### src/rtl/fmul_pipline3_pkg.sv
// Shared constants and types for the fp32 multiplier final stage and the
// reusable binary32 packer (also used by the adder pipeline's last stage).
package fmul_pipline3_pkg;

  localparam int SIG_W   = 64;       // significand width on x2 (sign excluded)
  localparam int EXP_W   = 9;        // incoming base exponent width
  localparam int MAN_LSB = 24;       // fraction LSB position in the significand
  localparam int NEXP_W  = EXP_W + 1; // widened exponent, holds base 255 + carry

  localparam int FRAC_W   = 23;
  localparam int EXPF_W   = 8;
  localparam int EXP_BIAS = 127;

  localparam logic [EXPF_W-1:0] EXP_INF       = 8'hFF;
  localparam logic [31:0]       FP32_QNAN     = 32'h7FC0_0000;
  localparam logic [31:0]       FP32_POS_INF  = 32'h7F80_0000;
  localparam logic [31:0]       FP32_POS_ZERO = 32'h0000_0000;

  // Normalized operand handed from the normalize stage to the packer
  typedef struct packed {
    logic                     sign;
    logic                     zero;
    logic signed [NEXP_W-1:0] exp;
    logic [FRAC_W-1:0]        frac;
  } norm_t;

  // Packed binary32 plus its classification flags
  typedef struct packed {
    logic [31:0] result;
    logic        ovf;
    logic        unf;
    logic        zero;
  } pack_t;

  // Assemble a binary32 word from its three fields
  function automatic logic [31:0] fp32_make(input logic s,
                                            input logic [EXPF_W-1:0] e,
                                            input logic [FRAC_W-1:0] f);
    return {s, e, f};
  endfunction

endpackage

### src/rtl/fmul_pipline3_pack.sv
// fp32_pack: classify a normalized operand (zero / overflow / underflow /
// normal) and pack it as binary32. Purely combinational; the caller registers.
module fp32_pack
  import fmul_pipline3_pkg::*;
(
  input  norm_t norm_i,
  output pack_t pack_o
);

  // Priority classify: zero op, then overflow to inf, then flush, else normal
  always_comb begin
    pack_o.result = FP32_POS_ZERO;
    pack_o.ovf    = 1'b0;
    pack_o.unf    = 1'b0;
    pack_o.zero   = 1'b0;
    if (norm_i.zero) begin
      pack_o.result = fp32_make(norm_i.sign, 8'h00, 23'h0);
      pack_o.zero   = 1'b1;
    end else if (norm_i.exp >= 10'sd255) begin
      pack_o.result = fp32_make(norm_i.sign, EXP_INF, 23'h0);
      pack_o.ovf    = 1'b1;
    end else if (norm_i.exp <= 10'sd0) begin
      pack_o.result = fp32_make(norm_i.sign, 8'h00, 23'h0);
      pack_o.unf    = 1'b1;
    end else begin
      pack_o.result = fp32_make(norm_i.sign, norm_i.exp[EXPF_W-1:0], norm_i.frac);
    end
  end

endmodule

### src/rtl/fmul_pipline3.sv
// fmul_pipline3: last stage of the pipelined fp32 multiplier. Stage A folds the
// rounding carry into the exponent, stage B classifies and packs to binary32.
// Sticky overflow/underflow flags accumulate until cleared.
module fmul_pipline3
  import fmul_pipline3_pkg::*;
(
  input  logic               clk,
  input  logic               rst,
  input  logic [SIG_W:0]     x2,
  input  logic [EXP_W-1:0]   base_ei,
  input  logic               enable,
  input  logic               flag_clr,
  output logic [31:0]        result,
  output logic               ovf,
  output logic               unf,
  output logic               zero,
  output logic               valid,
  output logic               sticky_ovf,
  output logic               sticky_unf
);

  logic [SIG_W-1:0]         sig_s;
  logic signed [NEXP_W-1:0] base_ext_s;
  logic                     sig_unused_s;
  norm_t                    norm_d;
  norm_t                    norm_q;
  logic                     va_q;
  pack_t                    pack_s;
  pack_t                    out_q;
  logic                     valid_q;
  logic                     sticky_ovf_q;
  logic                     sticky_unf_q;

  assign sig_s      = x2[SIG_W-1:0];
  assign base_ext_s = signed'({base_ei[EXP_W-1], base_ei});
  // Guard bits below the fraction and headroom above the carry are don't-care
  assign sig_unused_s = ^{sig_s[SIG_W-1:MAN_LSB+25], sig_s[MAN_LSB-1:0]};

  // Normalize: a rounding carry shifts the fraction right and bumps the exponent
  always_comb begin
    norm_d.sign = x2[SIG_W];
    norm_d.zero = 1'b0;
    norm_d.exp  = base_ext_s;
    norm_d.frac = sig_s[MAN_LSB+22:MAN_LSB];
    if (sig_s[MAN_LSB+24]) begin
      norm_d.frac = sig_s[MAN_LSB+23:MAN_LSB+1];
      norm_d.exp  = base_ext_s + 10'sd1;
    end else if (sig_s[MAN_LSB+23]) begin
      norm_d.frac = sig_s[MAN_LSB+22:MAN_LSB];
      norm_d.exp  = base_ext_s;
    end else begin
      norm_d.zero = 1'b1;
    end
  end

  // Stage A register: capture normalized operand on enable, track its validity
  always_ff @(posedge clk) begin
    if (rst) begin
      norm_q <= '0;
      va_q   <= 1'b0;
    end else begin
      va_q <= enable;
      if (enable) begin
        norm_q <= norm_d;
      end else begin
        norm_q <= norm_q;
      end
    end
  end

  fp32_pack u_pack (
    .norm_i (norm_q),
    .pack_o (pack_s)
  );

  // Stage B register: capture packed result when stage A held a valid op
  always_ff @(posedge clk) begin
    if (rst) begin
      out_q   <= '0;
      valid_q <= 1'b0;
    end else begin
      valid_q <= va_q;
      if (va_q) begin
        out_q <= pack_s;
      end else begin
        out_q <= out_q;
      end
    end
  end

  // Sticky flags: a new event wins over a simultaneous clear
  always_ff @(posedge clk) begin
    if (rst) begin
      sticky_ovf_q <= 1'b0;
      sticky_unf_q <= 1'b0;
    end else begin
      sticky_ovf_q <= (sticky_ovf_q & ~flag_clr) | (valid_q & out_q.ovf);
      sticky_unf_q <= (sticky_unf_q & ~flag_clr) | (valid_q & out_q.unf);
    end
  end

  assign result     = out_q.result;
  assign ovf        = out_q.ovf;
  assign unf        = out_q.unf;
  assign zero       = out_q.zero;
  assign valid      = valid_q;
  assign sticky_ovf = sticky_ovf_q;
  assign sticky_unf = sticky_unf_q;

endmodule

### config.mk
export PLATFORM = sky130hd
export DESIGN_NAME = fmul_pipline3
export DESIGN_NICKNAME = d
export VERILOG_FILES = /design/src/rtl/fmul_pipline3_pkg.sv /design/src/rtl/fmul_pipline3_pack.sv /design/src/rtl/fmul_pipline3.sv
export SDC_FILE = /design/constraint.sdc
export NUM_CORES = 1
export LEC_CHECK = 0
export CORE_ASPECT_RATIO = 1.2
export CORE_MARGIN = 2
export CORE_UTILIZATION = 49
export DETAILED_ROUTE_END_ITERATION = 12
export PLACE_DENSITY = 0.88
export RECOVER_POWER = 100
export SLEW_MARGIN = 20
export SYNTH_ARGS = -nofsm -noshare
export SYNTH_HDL_FRONTEND = slang
export SYNTH_HIERARCHICAL = 1
export SYNTH_SLANG_ARGS = --single-unit
export TNS_END_PERCENT = 50
### constraint.sdc
create_clock -name clk -period 4.01 [get_ports clk]
set_input_delay 0.6015 -clock clk [delete_from_list [all_inputs] [get_ports clk]]
set_output_delay 0.6015 -clock clk [all_outputs]
set_load 0.03 [all_outputs]
==> impl_metrics.py <==
metrics = {
    "setup_path": {
        "cp.arrival_ns": 2.83,
        "crit_type": "input pin to flop",
        "setup.worst_path.start": "enable",
        "end_kind": "flop",
        "crit_fanout": 55,
        "ff2ff_path_depth": 2,
        "worstSetupStartpointType": "input pin",
        "regToRegStartpoint": "va_q",
        "worst-endpoint-required_ns": 4.22,
    },
    "timing": {
        "tightestPinTransition_ns": 2.19,
        "fmax_mhz": 381,
        "finalCritPeriodShare_pct": 65.4,
        "finalHoldViolations": 0,
        "setup_viol": 0,
        "fin_crit_ns": 2.62,
        "fin_skew_ns": 0.0105,
        "rsz0062_at_grt": "no",
        "fin_tns_setup_ns": 0,
        "relSlewSlack_pct": -45.7,
        "maxSlewViolCount": 93,
    },
    "synthesis": {
        "synth_fa_ha_area_share_pct": 0.359,
        "synth.top_cell.area_share_pct": 42.5,
        "synth_edf_count": 0,
        "netlist_top_cells_area": "dfxtp_1, mux2i_1, nor2_1, nor4_2, a211oi_1",
        "async_flop_share_pct": 0,
        "synthesis.nets": 448,
        "yosys_most_used_dff": "dfxtp_1",
        "syn_area_per_cell_um2": 9.44,
        "synth_compound_area_share_pct": 10.5,
        "synth_warnings": 6,
        "synth-simple-area-share_pct": 22.1,
        "yosysTopAreaCell": "dfxtp_1",
        "synth_seq_cells": 74,
        "syn_area_um2": 3480,
        "synth_top_family_by_area": "simple AND/OR/NAND/NOR gates",
        "ys_seq_area_share_pct": 42.5,
        "synth_mux_area_share_pct": 17.5,
        "synth_xor_area_share_pct": 1.01,
        "ys_types": 36,
        "syn_inst": 369,
    },
    "drt": {
        "viasPerCell": 5.67,
        "drcViolationCount": 0,
        "dr.pass1.iters": 4,
        "num_vias": 2936,
        "wl_um": 8190,
        "wl_per_cell_um": 15.8,
        "detail-route-antenna-nets": 0,
        "drt_iter0_markers": 130,
    },
    "die": {
        "core-area_um2": 6850,
        "die_h_um": 96.4,
        "initial_core_util_pct": 50.8,
        "dieArea_um2": 7800,
        "rows": 33,
        "io_pins": 116,
        "die_w_um": 81.0,
    },
    "hold_path": {
        "hold_start": "norm_q[15]",
        "hold_class": "flop to flop",
        "min_path_cells": 2,
    },
    "grt": {
        "antenna_found_initial": 0,
        "grt_pass1_wl_um": 13200,
        "grt_usage_pct": 22.0,
        "overflow": 0,
        "grt_pass1_vias": 2831,
        "grt_max_degree": 72,
    },
    "power": {
        "netSwitchingPower_uw": 456,
        "powerDensity_nw_per_um2": 398,
        "p_clk_share_pct": 39.4,
        "p_int_mw": 1.31,
        "swShare_pct": 25.8,
        "peakVddDrop_v": 0.000220,
        "power_mw": 1.77,
        "p_comb_share_pct": 15.0,
        "cellLeakagePower_nw": 1.78,
        "p_seq_share_pct": 45.6,
    },
    "placement": {
        "io_buffer_count": 76,
        "place_congestion": 0.767,
        "dp_hpwl_um": 5370,
    },
    "final_layout": {
        "drive_above_1_share_pct": 10.4,
        "finish.net_count": 505,
        "fin_util_pct": 64.7,
        "final_cell_mix": "nor2_1, dfxtp_1, mux2i_1, dlygate4sd3_1, clkdlybuf4s50_1",
        "fill_cells": 583,
        "diodes": 0,
        "area_growth_pct": 27.3,
    },
    "cts": {
        "post_cts_resized": 0,
        "insertion_delay_ns": 0.35,
        "post_cts_buffers": 0,
        "cts_tree": "done",
        "cts_buffer_depth": 2,
        "cts_buffers": 9,
        "htreeDepth": 3,
        "ctsHoldBuffers": 0,
        "clk_pin_slew_worst_paths_ns": 0.08,
        "cts-root-buf": "clkbuf_8",
        "cts_sinks": 74,
    },
    "status": {
        "violations": "capacitance limit, slew limit",
        "status": "complete, but fails checks",
    },
    "flow_run": {
        "cap_violations": 2,
    },
}
[final timing paths]
kind	to	slack, ns
hold / removal	norm_q[15]	0.49
hold reg to reg	norm_q[15]	0.49
setup reg to reg	result[6]	1.76
setup / recovery	norm_q[33]	1.39
[worst max-delay path, stage by stage]
cell and delay (ns):
clkbuf_1 1.54, buf_4 0.43, mux2i_1 0.20, nor2_1 0.05
[logic make-up (layout without fill, tap and decap cells)]
family | after synthesis | count (layout)
compound gates | 49 | 49
xor+xnor | 4 | 4
fa+ha+maj | 1 | 1
mux | 61 | 61
buf+inv | 38 | 100
simple gates | 142 | 142
flops | 74 | 74
[layout make-up]
type	instances	area (um2)	area share [%]
Clock buffer	10	128	2.88
Timing Repair Buffer	82	793	17.9
Inverter	2	7.51	0.169
Clock inverter	6	115	2.60
Tap cell	87	109	2.46
Sequential cell	74	1480	33.4
Multi-Input combinational cell	257	1800	40.6
[power groups by stage]
stage | clock [mW] | combinational [mW] | sequential, mW
finish | 0.695 | 0.265 | 0.805
detailed placement | 0 | 0.267 | 0.823
CTS | 0.706 | 0.269 | 0.805
global placement | 0 | 0.259 | 0.821
global route | 0.735 | 0.289 | 0.810
floorplan | 0 | 0.165 | 0.830
[metal layers]
| layer | wire, um | vias to the layer above | global-route usage, % |
|---|---|---|---|
| met5 | 0 | - | 0 |
| met4 | 191 | 0 | 10.3 |
| met1 | 3490 | 1417 | 25.7 |
| met2 | 4160 | 81 | 39.2 |
| met3 | 336 | 15 | 3.19 |
| li1 | - | 1423 | - |
[synthesized netlist by cell type (2+ instances only)]
cell	number
nor3_1	2
nand3_1	2
nand4_1	4
o21a_1	8
o31ai_1	2
inv_1	2
nand2_1	25
a22oi_1	2
nor4_2	20
nor2b_1	2
nor4_1	4
a211oi_1	28
dfxtp_1	74
a311oi_1	4
buf_2	7
nor2_1	75
o21ai_0	2
xor2_1	3
buf_1	2
buf_4	5
or4_1	2
clkbuf_1	19
mux2i_1	61
buf_12	2
[stage by stage]
| step | hold WS [ns] | worst slack [ns] | area (um2) | instances |
|---|---|---|---|---|
| floorplan | 0.462 | 2.36 | 3480 | 369 |
| global placement | 0.472 | 1.71 | 4190 | 502 |
| detailed placement | 0.480 | 1.65 | 4190 | 502 |
| CTS | 0.452 | 1.97 | 4440 | 518 |
| global route | 0.516 | 1.15 | 4430 | 518 |
| finish | 0.489 | 1.39 | 4430 | 518 |
[flip-flops by register name (all words and copies together), names as in the netlist]
name        flops
va_q            1
norm_q         35
sticky_ovf      1
sticky_unf      1
unf             1
ovf             1
result         32
zero            1
valid           1
Note: power is estimated with default switching activity, not from simulation.
